===== config.mk =====
export PLATFORM = sky130hd
export DESIGN_NAME = frame_parity_engine
export DESIGN_NICKNAME = d
export VERILOG_FILES = /design/src/rtl/frame_parity_engine.sv
export SDC_FILE = /design/constraint.sdc
export NUM_CORES = 1
export LEC_CHECK = 0
export CAP_MARGIN = 25
export CORE_ASPECT_RATIO = 0.5
export CORE_MARGIN = 2
export CORE_UTILIZATION = 35
export CTS_BUF_LIST = sky130_fd_sc_hd__clkbuf_16
export DETAILED_ROUTE_END_ITERATION = 12
export RECOVER_POWER = 50
export SYNTH_ARGS = -nofsm -noshare
export SYNTH_HDL_FRONTEND = slang
export SYNTH_SLANG_ARGS = --single-unit

===== constraint.sdc =====
create_clock -name clk -period 3.3 [get_ports clk]
set_clock_uncertainty 0.15 [all_clocks]
set_input_delay 0.495 -clock clk [delete_from_list [all_inputs] [get_ports clk]]
set_output_delay 0.495 -clock clk [all_outputs]
set_load 0.03 [all_outputs]

===== src/rtl/frame_parity_engine.sv =====
// frame_parity_engine
//   Streaming parity engine. Beats of DATA_W bits arrive over a valid/ready
//   handshake and are folded into a single parity bit per frame. Odd or even
//   parity and generate or check operation are chosen on the first beat of
//   each frame and held for the rest of it. One result is produced per frame
//   and held until the downstream side accepts it.
//
// Ports
//   clk        rising-edge clock
//   rst_n      asynchronous active-low reset
//   mode_odd   1 = odd parity, 0 = even (taken on the first beat)
//   chk_en     1 = check against s_par_in, 0 = generate (taken on the first beat)
//   s_valid    input beat valid
//   s_ready    block can accept a beat (low only while a result is pending)
//   s_data     input beat
//   s_last     final beat of the frame
//   s_par_in   expected parity, taken with the last beat in check mode
//   m_valid    frame result valid
//   m_ready    downstream accepts the result
//   m_parity   computed parity bit for the frame
//   m_err      check-mode mismatch (always 0 in generate mode)
//   m_beats    beats in the frame, saturating at all-ones
//   err_cnt    running count of check mismatches, saturating
//   err_clr    synchronous clear of err_cnt (wins over an increment)
//   busy       frame open or result pending
module frame_parity_engine #(
  parameter int DATA_W    = 8,
  parameter int BEAT_W    = 8,
  parameter int ERR_CNT_W = 8
) (
  input  logic                 clk,
  input  logic                 rst_n,
  input  logic                 mode_odd,
  input  logic                 chk_en,
  input  logic                 s_valid,
  output logic                 s_ready,
  input  logic [DATA_W-1:0]    s_data,
  input  logic                 s_last,
  input  logic                 s_par_in,
  output logic                 m_valid,
  input  logic                 m_ready,
  output logic                 m_parity,
  output logic                 m_err,
  output logic [BEAT_W-1:0]    m_beats,
  output logic [ERR_CNT_W-1:0] err_cnt,
  input  logic                 err_clr,
  output logic                 busy
);

  typedef enum logic [1:0] {
    IDLE   = 2'd0,
    ACC    = 2'd1,
    RESULT = 2'd2
  } state_t;

  state_t state_q, state_d;

  logic                 acc_q, acc_d;
  logic [BEAT_W-1:0]    beats_q, beats_d;
  logic                 mode_q, mode_d;
  logic                 chk_q, chk_d;
  logic                 m_valid_q, m_valid_d;
  logic                 m_parity_q, m_parity_d;
  logic                 m_err_q, m_err_d;
  logic [BEAT_W-1:0]    m_beats_q, m_beats_d;
  logic [ERR_CNT_W-1:0] err_cnt_q, err_cnt_d;

  function automatic logic [BEAT_W-1:0] beat_inc(input logic [BEAT_W-1:0] v);
    if (&v) return v;
    return v + BEAT_W'(1);
  endfunction

  function automatic logic [ERR_CNT_W-1:0] err_inc(input logic [ERR_CNT_W-1:0] v);
    if (&v) return v;
    return v + ERR_CNT_W'(1);
  endfunction

  // Per-beat helpers. On the first beat of a frame the live mode inputs are
  // used directly, since the latched copies only update on that same edge;
  // this is what lets a single-beat frame resolve with one cycle of latency.
  logic              accept;
  logic              first_beat;
  logic              close_frame;
  logic              beat_par;
  logic              mode_eff;
  logic              chk_eff;
  logic              acc_next;
  logic [BEAT_W-1:0] beats_next;
  logic              par_next;
  logic              err_next;

  assign accept      = s_valid && s_ready;
  assign first_beat  = (state_q == IDLE);
  assign close_frame = accept && s_last;
  assign beat_par    = ^s_data;
  assign mode_eff    = first_beat ? mode_odd : mode_q;
  assign chk_eff     = first_beat ? chk_en   : chk_q;
  assign acc_next    = first_beat ? beat_par : (acc_q ^ beat_par);
  assign beats_next  = first_beat ? BEAT_W'(1) : beat_inc(beats_q);
  assign par_next    = acc_next ^ mode_eff;
  assign err_next    = chk_eff && (par_next != s_par_in);

  // State register
  always_ff @(posedge clk or negedge rst_n) begin
    if (!rst_n) begin
      state_q <= IDLE;
    end else begin
      state_q <= state_d;
    end
  end

  // Next-state logic
  always_comb begin
    state_d = state_q;
    unique case (state_q)
      IDLE: begin
        if (accept) state_d = s_last ? RESULT : ACC;
      end
      ACC: begin
        if (close_frame) state_d = RESULT;
      end
      RESULT: begin
        if (m_ready) state_d = IDLE;
      end
      default: state_d = IDLE;
    endcase
  end

  // FSM outputs
  always_comb begin
    s_ready = (state_q != RESULT);
    busy    = (state_q != IDLE);
  end

  // Frame accumulator and result next-state
  always_comb begin
    acc_d      = acc_q;
    beats_d    = beats_q;
    mode_d     = mode_q;
    chk_d      = chk_q;
    m_valid_d  = m_valid_q;
    m_parity_d = m_parity_q;
    m_err_d    = m_err_q;
    m_beats_d  = m_beats_q;
    err_cnt_d  = err_cnt_q;

    if (accept) begin
      acc_d   = acc_next;
      beats_d = beats_next;
      if (first_beat) begin
        mode_d = mode_odd;
        chk_d  = chk_en;
      end
    end

    if (close_frame) begin
      m_valid_d  = 1'b1;
      m_parity_d = par_next;
      m_err_d    = err_next;
      m_beats_d  = beats_next;
    end else if ((state_q == RESULT) && m_ready) begin
      m_valid_d = 1'b0;
    end

    if (err_clr) begin
      err_cnt_d = '0;
    end else if (close_frame && err_next) begin
      err_cnt_d = err_inc(err_cnt_q);
    end
  end

  // Datapath and result registers
  always_ff @(posedge clk or negedge rst_n) begin
    if (!rst_n) begin
      acc_q      <= 1'b0;
      beats_q    <= '0;
      mode_q     <= 1'b0;
      chk_q      <= 1'b0;
      m_valid_q  <= 1'b0;
      m_parity_q <= 1'b0;
      m_err_q    <= 1'b0;
      m_beats_q  <= '0;
      err_cnt_q  <= '0;
    end else begin
      acc_q      <= acc_d;
      beats_q    <= beats_d;
      mode_q     <= mode_d;
      chk_q      <= chk_d;
      m_valid_q  <= m_valid_d;
      m_parity_q <= m_parity_d;
      m_err_q    <= m_err_d;
      m_beats_q  <= m_beats_d;
      err_cnt_q  <= err_cnt_d;
    end
  end

  assign m_valid  = m_valid_q;
  assign m_parity = m_parity_q;
  assign m_err    = m_err_q;
  assign m_beats  = m_beats_q;
  assign err_cnt  = err_cnt_q;

endmodule

==> reports/metrics.yaml <==
worstPathMaxFanout: 14
holdWs_ns: 0.321
power_mw: 1.35
violations: "max-capacitance violations, max-slew violations"
cap_violations: 1
multi_input_area_um2: 921
powerDensity_mw_per_mm2: 573
min_period_ns: 2.68
ir_drop_mv: 0.248
drcViolationCount: 0
die_w_um: 105
clock.fmax_mhz: 374
dr.pass1.iters: 4
cts_made_buffers: 5
worst_pin_slew_ns: 1.73
place.gp.congestion: 0.786
max_slew_margin_pct: -15.5
routedWlPerCell_um: 13.1
routed_wl_um: 4000
ios: 38
diodes: 0
vias: 1588
cts_tree: "yes"
syn-num-nets: 212
worstSkewPairLatency_ns: 0.27
syn_area_per_cell_um2: 9.19
post-cts-setup-buffer-count: 0
reg2reg_depth: 7
reg2reg_setup_slack_ns: 0.62
layout.nets: 253
grt_setup_unrepaired: "no"
status: "finished with violations"
antenna_found_initial: 0
setup_viol: 0
holdBufCountCts: 0
rows: 18
synthDistinctLibCells: 38
setup_tns_ns: 0
ys_top_cells_by_area: "dfrtp_1, a21oi_1, nand2_1"
drive_above_1_share_pct: 7.26
start_util_pct: 36.1
syn_inst: 193
synth_seq_cells: 32
ant_nets: 0
vias_per_cell: 5.22
area_delta_synth_final_pct: 32.5
grt_overflow: 0
root_buffer: "clkbuf_16"
period_share_pct: 81.1
yosysSeqAreaShare_pct: 45.2
ctsHtreeMaxLevel: 2
finalHoldViolations: 0
nFillCells: 479
r2r-start: "state_q[0]"
io_buffers: 37
drtIter0Drc: 51
core_mm2: 0.00491
seq_area_um2: 801
ys_warn_count: 0
grt_max_degree: 33
required_ns: 3.31
clock_sinks: 32
yosys.area.top_type_share_pct: 45.2
path_clk_slew_ns: 0.05
dp_hpwl_um: 2900
endpoint: "err_cnt[2]"
critPathArrivalTime_ns: 2.69
holdCritPathClass: "flip-flop to flip-flop"
cts_resized: 0
start_kind: "flip-flop"
grt_pass1_vias: 1504
synth_top_area_cell: "dfrtp_1"
clockBufferDepth: 2
crit_type: "flip-flop to flip-flop"
die_area_mm2: 0.00569
p_leak_nw: 0.967
grt_pass1_wl_um: 6890
die_y_um: 54.3
timing.critical_path.from: "state_q[0]"
cp-end-kind: "flip-flop"
netlist_area_mm2: 0.00177
finalMaxSlewViolations: 33
grt.total_usage_pct: 15.4
worstReg2RegEnd: "err_cnt[2]"
[power by group]
group	internal, mW	switching (mW)	leakage, nW
Clock	0.269	0.158	0.0648
Combinational	0.177	0.242	0.479
Sequential	0.449	0.0511	0.423
Total	0.894	0.451	0.967
[state kept, by name (all words and copies together), names as in the netlist]
| register | flops |
|---|---|
| m_parity | 1 |
| m_err | 1 |
| acc_q | 1 |
| m_valid | 1 |
| state_q | 2 |
| chk_q | 1 |
| mode_q | 1 |
| beats_q | 8 |
| m_beats | 8 |
| err_cnt | 8 |
[placed cells by master (no fill, tap or decap), types with 2 or more instances in the layout]
cell / n
nor2b_1: 3
ha_1: 2
clkdlybuf4s50_1: 32
clkbuf_1: 3
nor3_1: 2
a21oi_1: 16
nand4_1: 3
or4_1: 2
a22o_1: 6
o21ai_0: 12
nor3b_1: 2
a311oi_1: 2
nand3_1: 8
xor2_1: 3
a41o_1: 2
and3_1: 6
mux2_2: 5
a31o_2: 2
dlygate4sd3_1: 5
clkinv_1: 2
nand2b_1: 4
nor2_1: 21
inv_1: 5
clkbuf_16: 5
o31ai_1: 5
nand2_1: 21
dfrtp_1: 32
xnor2_1: 9
[metrics by stage]
stage	setup WS [ns]	cells	util [%]	cell area, µm²
2_1_floorplan	0.958	193	-	1770
3_3_place_gp	0.443	297	45.4	2230
3_5_place_dp	0.410	297	45.4	2230
4_1_cts	0.623	304	48.1	2360
5_1_grt	0.311	304	47.9	2350
6_report	0.623	304	47.9	2350
[cell type report]
class / count / share of cell area (%)
clock inverters: 2 / 0.319
flip-flops and latches: 32 / 34.1
multi-input cells: 149 / 39.2
repair buffers: 41 / 16.6
well taps: 70 / 3.73
inverters: 5 / 0.799
clock buffers: 5 / 5.32
[layer usage]
| layer | vias to the layer above | share of wire (%) | global-route usage [%] |
|---|---|---|---|
| li1 | 787 | - | - |
| met1 | 773 | 48 | 19.6 |
| met2 | 21 | 48 | 27.2 |
| met3 | 7 | 3.0 | 3.45 |
| met4 | 0 | 1.1 | 4.67 |
| met5 | - | 0 | 0 |
[cells in the mapped netlist]
cell            n
nand4b_1        1
or3_2           1
a31o_2          2
a22o_1          6
o211ai_1        1
nor3_1          2
nand4_1         3
or3b_1          1
inv_1           5
o41ai_1         1
o31ai_1         5
or2_2           1
ha_1            2
xor2_1          3
nand2b_1        4
a22oi_1         1
a211oi_1        1
a21o_1          1
nand2_1        21
nor3b_1         2
nor4_1          1
dfrtp_1        32
o21ai_0        12
a21oi_1        16
clkbuf_1        6
a211oi_2        1
or4_1           2
mux2_2          5
xnor2_1         9
nor2b_1         3
o22ai_1         1
xnor2_2         1
nand3_1         8
a41o_1          2
dlygate4sd3_1   1
nor2_1         21
a311oi_1        2
and3_1          6
[critical path, cell delays in order (launching register included)]
cell and delay (ns):
dfrtp_1 0.53, nor2_1 0.44, inv_1 0.16, a21oi_1 0.18, a211oi_2 0.09, xnor2_1 0.55, nor3_1 0.20, a31o_2 0.27
[cells by family after synthesis]
kind of cell | Yosys count | share of synthesized area (%)
flip-flops | 32 | 45.2
AO/OA/AOI/OAI | 52 | 19.3
XOR/XNOR | 13 | 6.85
buffers and inverters | 12 | 2.89
multiplexers | 5 | 3.18
AND/OR/NAND/NOR | 77 | 21.2
adder cells (fa/ha/maj) | 2 | 1.41
[how the worst min path moves through the flow]
stage                     depth (start not counted)          to       start  slack [ns]
after CTS                                         2  m_beats[2]  m_beats[2]        0.33
after detailed placement                          2  m_beats[2]  m_beats[2]        0.31
after global routing                              2  m_beats[7]  m_beats[7]        0.36
after global placement                            2  m_beats[2]  m_beats[2]        0.31
final                                             2    m_parity    m_parity        0.32
after floorplan                                   0       acc_q       rst_n        0.05
No activity file was read; power rests on OpenSTA's default activity.
==> RTL edit (config.mk and constraints unchanged) <==
`BEAT_W`: 8 -> 10.
--- a/src/rtl/frame_parity_engine.sv
+++ b/src/rtl/frame_parity_engine.sv
@@ -25,7 +25,7 @@
 //   busy       frame open or result pending
 module frame_parity_engine #(
   parameter int DATA_W    = 8,
-  parameter int BEAT_W    = 8,
+  parameter int BEAT_W    = 10,
   parameter int ERR_CNT_W = 8
 ) (
   input  logic                 clk,
Interface: changed (resized m_beats); port bits go from 38 to 40. No check against the original RTL was run, so the function may have changed too.
==> RTL edit against the unedited design <==
Fmax up 1.1%; area after synthesis up 12%; design area up 9.9%; total power up 6.3%; routed wire length up 13%; worst setup slack better by 0.028 ns; critical endpoint is now s_ready; largest cell class unchanged; sequential share of layout area up 0.80 points; synthesized cell count up 12%; die area up 12%; sequential cell count up 4; critical path type is now register to output port; non-clock buffer count unchanged.
==> RTL edit: results (changes against the unedited design) <==
| Metric | Value |
|---|---|
| Psw | `0.000476 W (+5.6%)` |
| GPL Wtd Cong | `0.774 (-1.5%)` |
| Placed insts | `321 (+8.1%)` |
| Maximum clock path buffer count | `2 (unchanged)` |
| Layout cells sized above 1 | `6.25% (-1.0 points)` |
| HPWL Detailed | `3320 um (+14%)` |
| Syn_area_per_cell | `9.22 um^2 (+0.32%)` |
| H-Tree Depth | `2 (unchanged)` |
| Compound-gate portion of the synthesized area | `18.6% (-0.73 points)` |
| Worst-path fanout max | `17 (+3)` |
| Worst hold margin | `0.327 ns (+0.00630 ns)` |
| Synth cell count leaders | `dfrtp_1 (36), nand2_1 (30), o21ai_0 (20)` |
| Post-synthesis adder-cell area fraction | `1.26% (-0.15 points)` |
| Setup Slack @ Placement | `0.426 ns (+0.0158 ns)` |
| Syn Nets | `235 (+11%)` |
| Fillcell total | `531 (+11%)` |
| Reg-to-reg endpoint | `err_cnt[5]` |
| Drt pass-1 iters | `4 (unchanged)` |
| Worst vdd ir | `0.224 mV (-9.6%)` |
| Top delay family on crit path | `buffers and inverters` |
| Reg2reg setup slack | `0.70 ns (+0.08 ns)` |
| Setup slack after layout | `0.651 ns (+0.0280 ns)` |
| DRT iter0 DRCs | `100 (+96%)` |
| Hold Crit Class | `register to register` |
| Synth Area in XOR/XNOR | `7.54% (+0.70 points)` |
| Nets | `274 (+8.3%)` |
| Mux cell area share after synthesis | `3.83% (+0.66 points)` |
| Hold endpoint | `m_beats[6]` |
| Worst Hold Launch | `m_beats[6]` |
| Post-synth cell types | `42 (+11%)` |
| Worst Max-Slew Pin Slew | `1.36 ns (-0.373 ns)` |
| Status | `complete, no violations` |
| Global-route usage over all layers | `15.4% (-0.017 points)` |
| Largest net degree at the start of global routing | `26 (-21%)` |
| Setup Fix Bufs, Post-CTS | `0 (unchanged)` |
| First-pass GRT wire length | `7800 um (+13%)` |
| Crit path DAT | `2.00 ns (-0.69 ns)` |
| CP max stage delay | `0.70 ns (+0.15 ns)` |
| Leakage | `1.08 nW (+11%)` |
| Fin cells | `329 (+8.2%)` |
| DP Area | `2450 um^2 (+10%)` |
| Sequential element share of the synthesized area | `45.3% (+0.089 points)` |
| DR vias | `1,758 (+11%)` |
| Vias in the first global route | `1,683 (+12%)` |
| I/O Buffers | `39 (+5.4%)` |
| Wire length per cell | `13.7 um (+4.1%)` |
| Slowest CP cell | `clkdlybuf4s50_1` |
| Top cells by area, synth | `dfrtp_1 (45%), nand2_1 (5.7%), o21ai_0 (5.0%)` |
[RTL edit: power by group through the flow]
stage / clock network (W) / registers, W / logic, W
3_5_place_dp: 0 / 0.000576 / 0.000420
5_1_grt: 0.000489 / 0.000580 / 0.000452
3_3_place_gp: 0 / 0.000573 / 0.000412
6_report: 0.000451 / 0.000567 / 0.000412
4_1_cts: 0.000464 / 0.000568 / 0.000422
2_1_floorplan: 0 / 0.000614 / 0.000229
[RTL edit: worst max-delay path by stage]
| stage | to | cells after the start |
|---|---|---|
| after floorplan | err_cnt[1] | 7 |
| after global placement | err_cnt[7] | 7 |
| after detailed placement | err_cnt[5] | 7 |
| after CTS | s_ready | 3 |
| after global routing | beats_q[7] | 2 |
| final | s_ready | 3 |
[RTL edit: routing by layer]
metal  track usage [%]  wire [um]  up-vias
met1              20.9       2240      854
met4              4.82         55        0
li1                  -          -      855
met2              24.8       2020       42
met5                 0          0        -
met3              3.72        188        7
[RTL edit: cell type report]
cell class              instances  area (um^2)  area share, %
flip-flops and latches         36          901           34.9
multi-input cells             167         1040           40.2
clock buffers                   5          125           4.84
well taps                      73         91.3           3.54
repair buffers                 41          398           15.4
clock inverters                 3         13.8          0.533
inverters                       4         15.0          0.581
[RTL edit: worst reg2reg max path: stages, from the launching register on]
cell and delay [ns]:
dfrtp_1 0.56, nor2_2 0.43, inv_1 0.11, a21oi_1 0.24, nor2_1 0.08, xnor2_1 0.24
or4_1 0.55, a21oi_1 0.16
[RTL edit: logic make-up after synthesis]
| logic type | count (synthesis) |
|---|---|
| simple gates | 82 |
| compound gates | 61 |
| flops | 36 |
| xor+xnor | 15 |
| buf+inv | 13 |
| mux | 7 |
| fa+ha+maj | 2 |
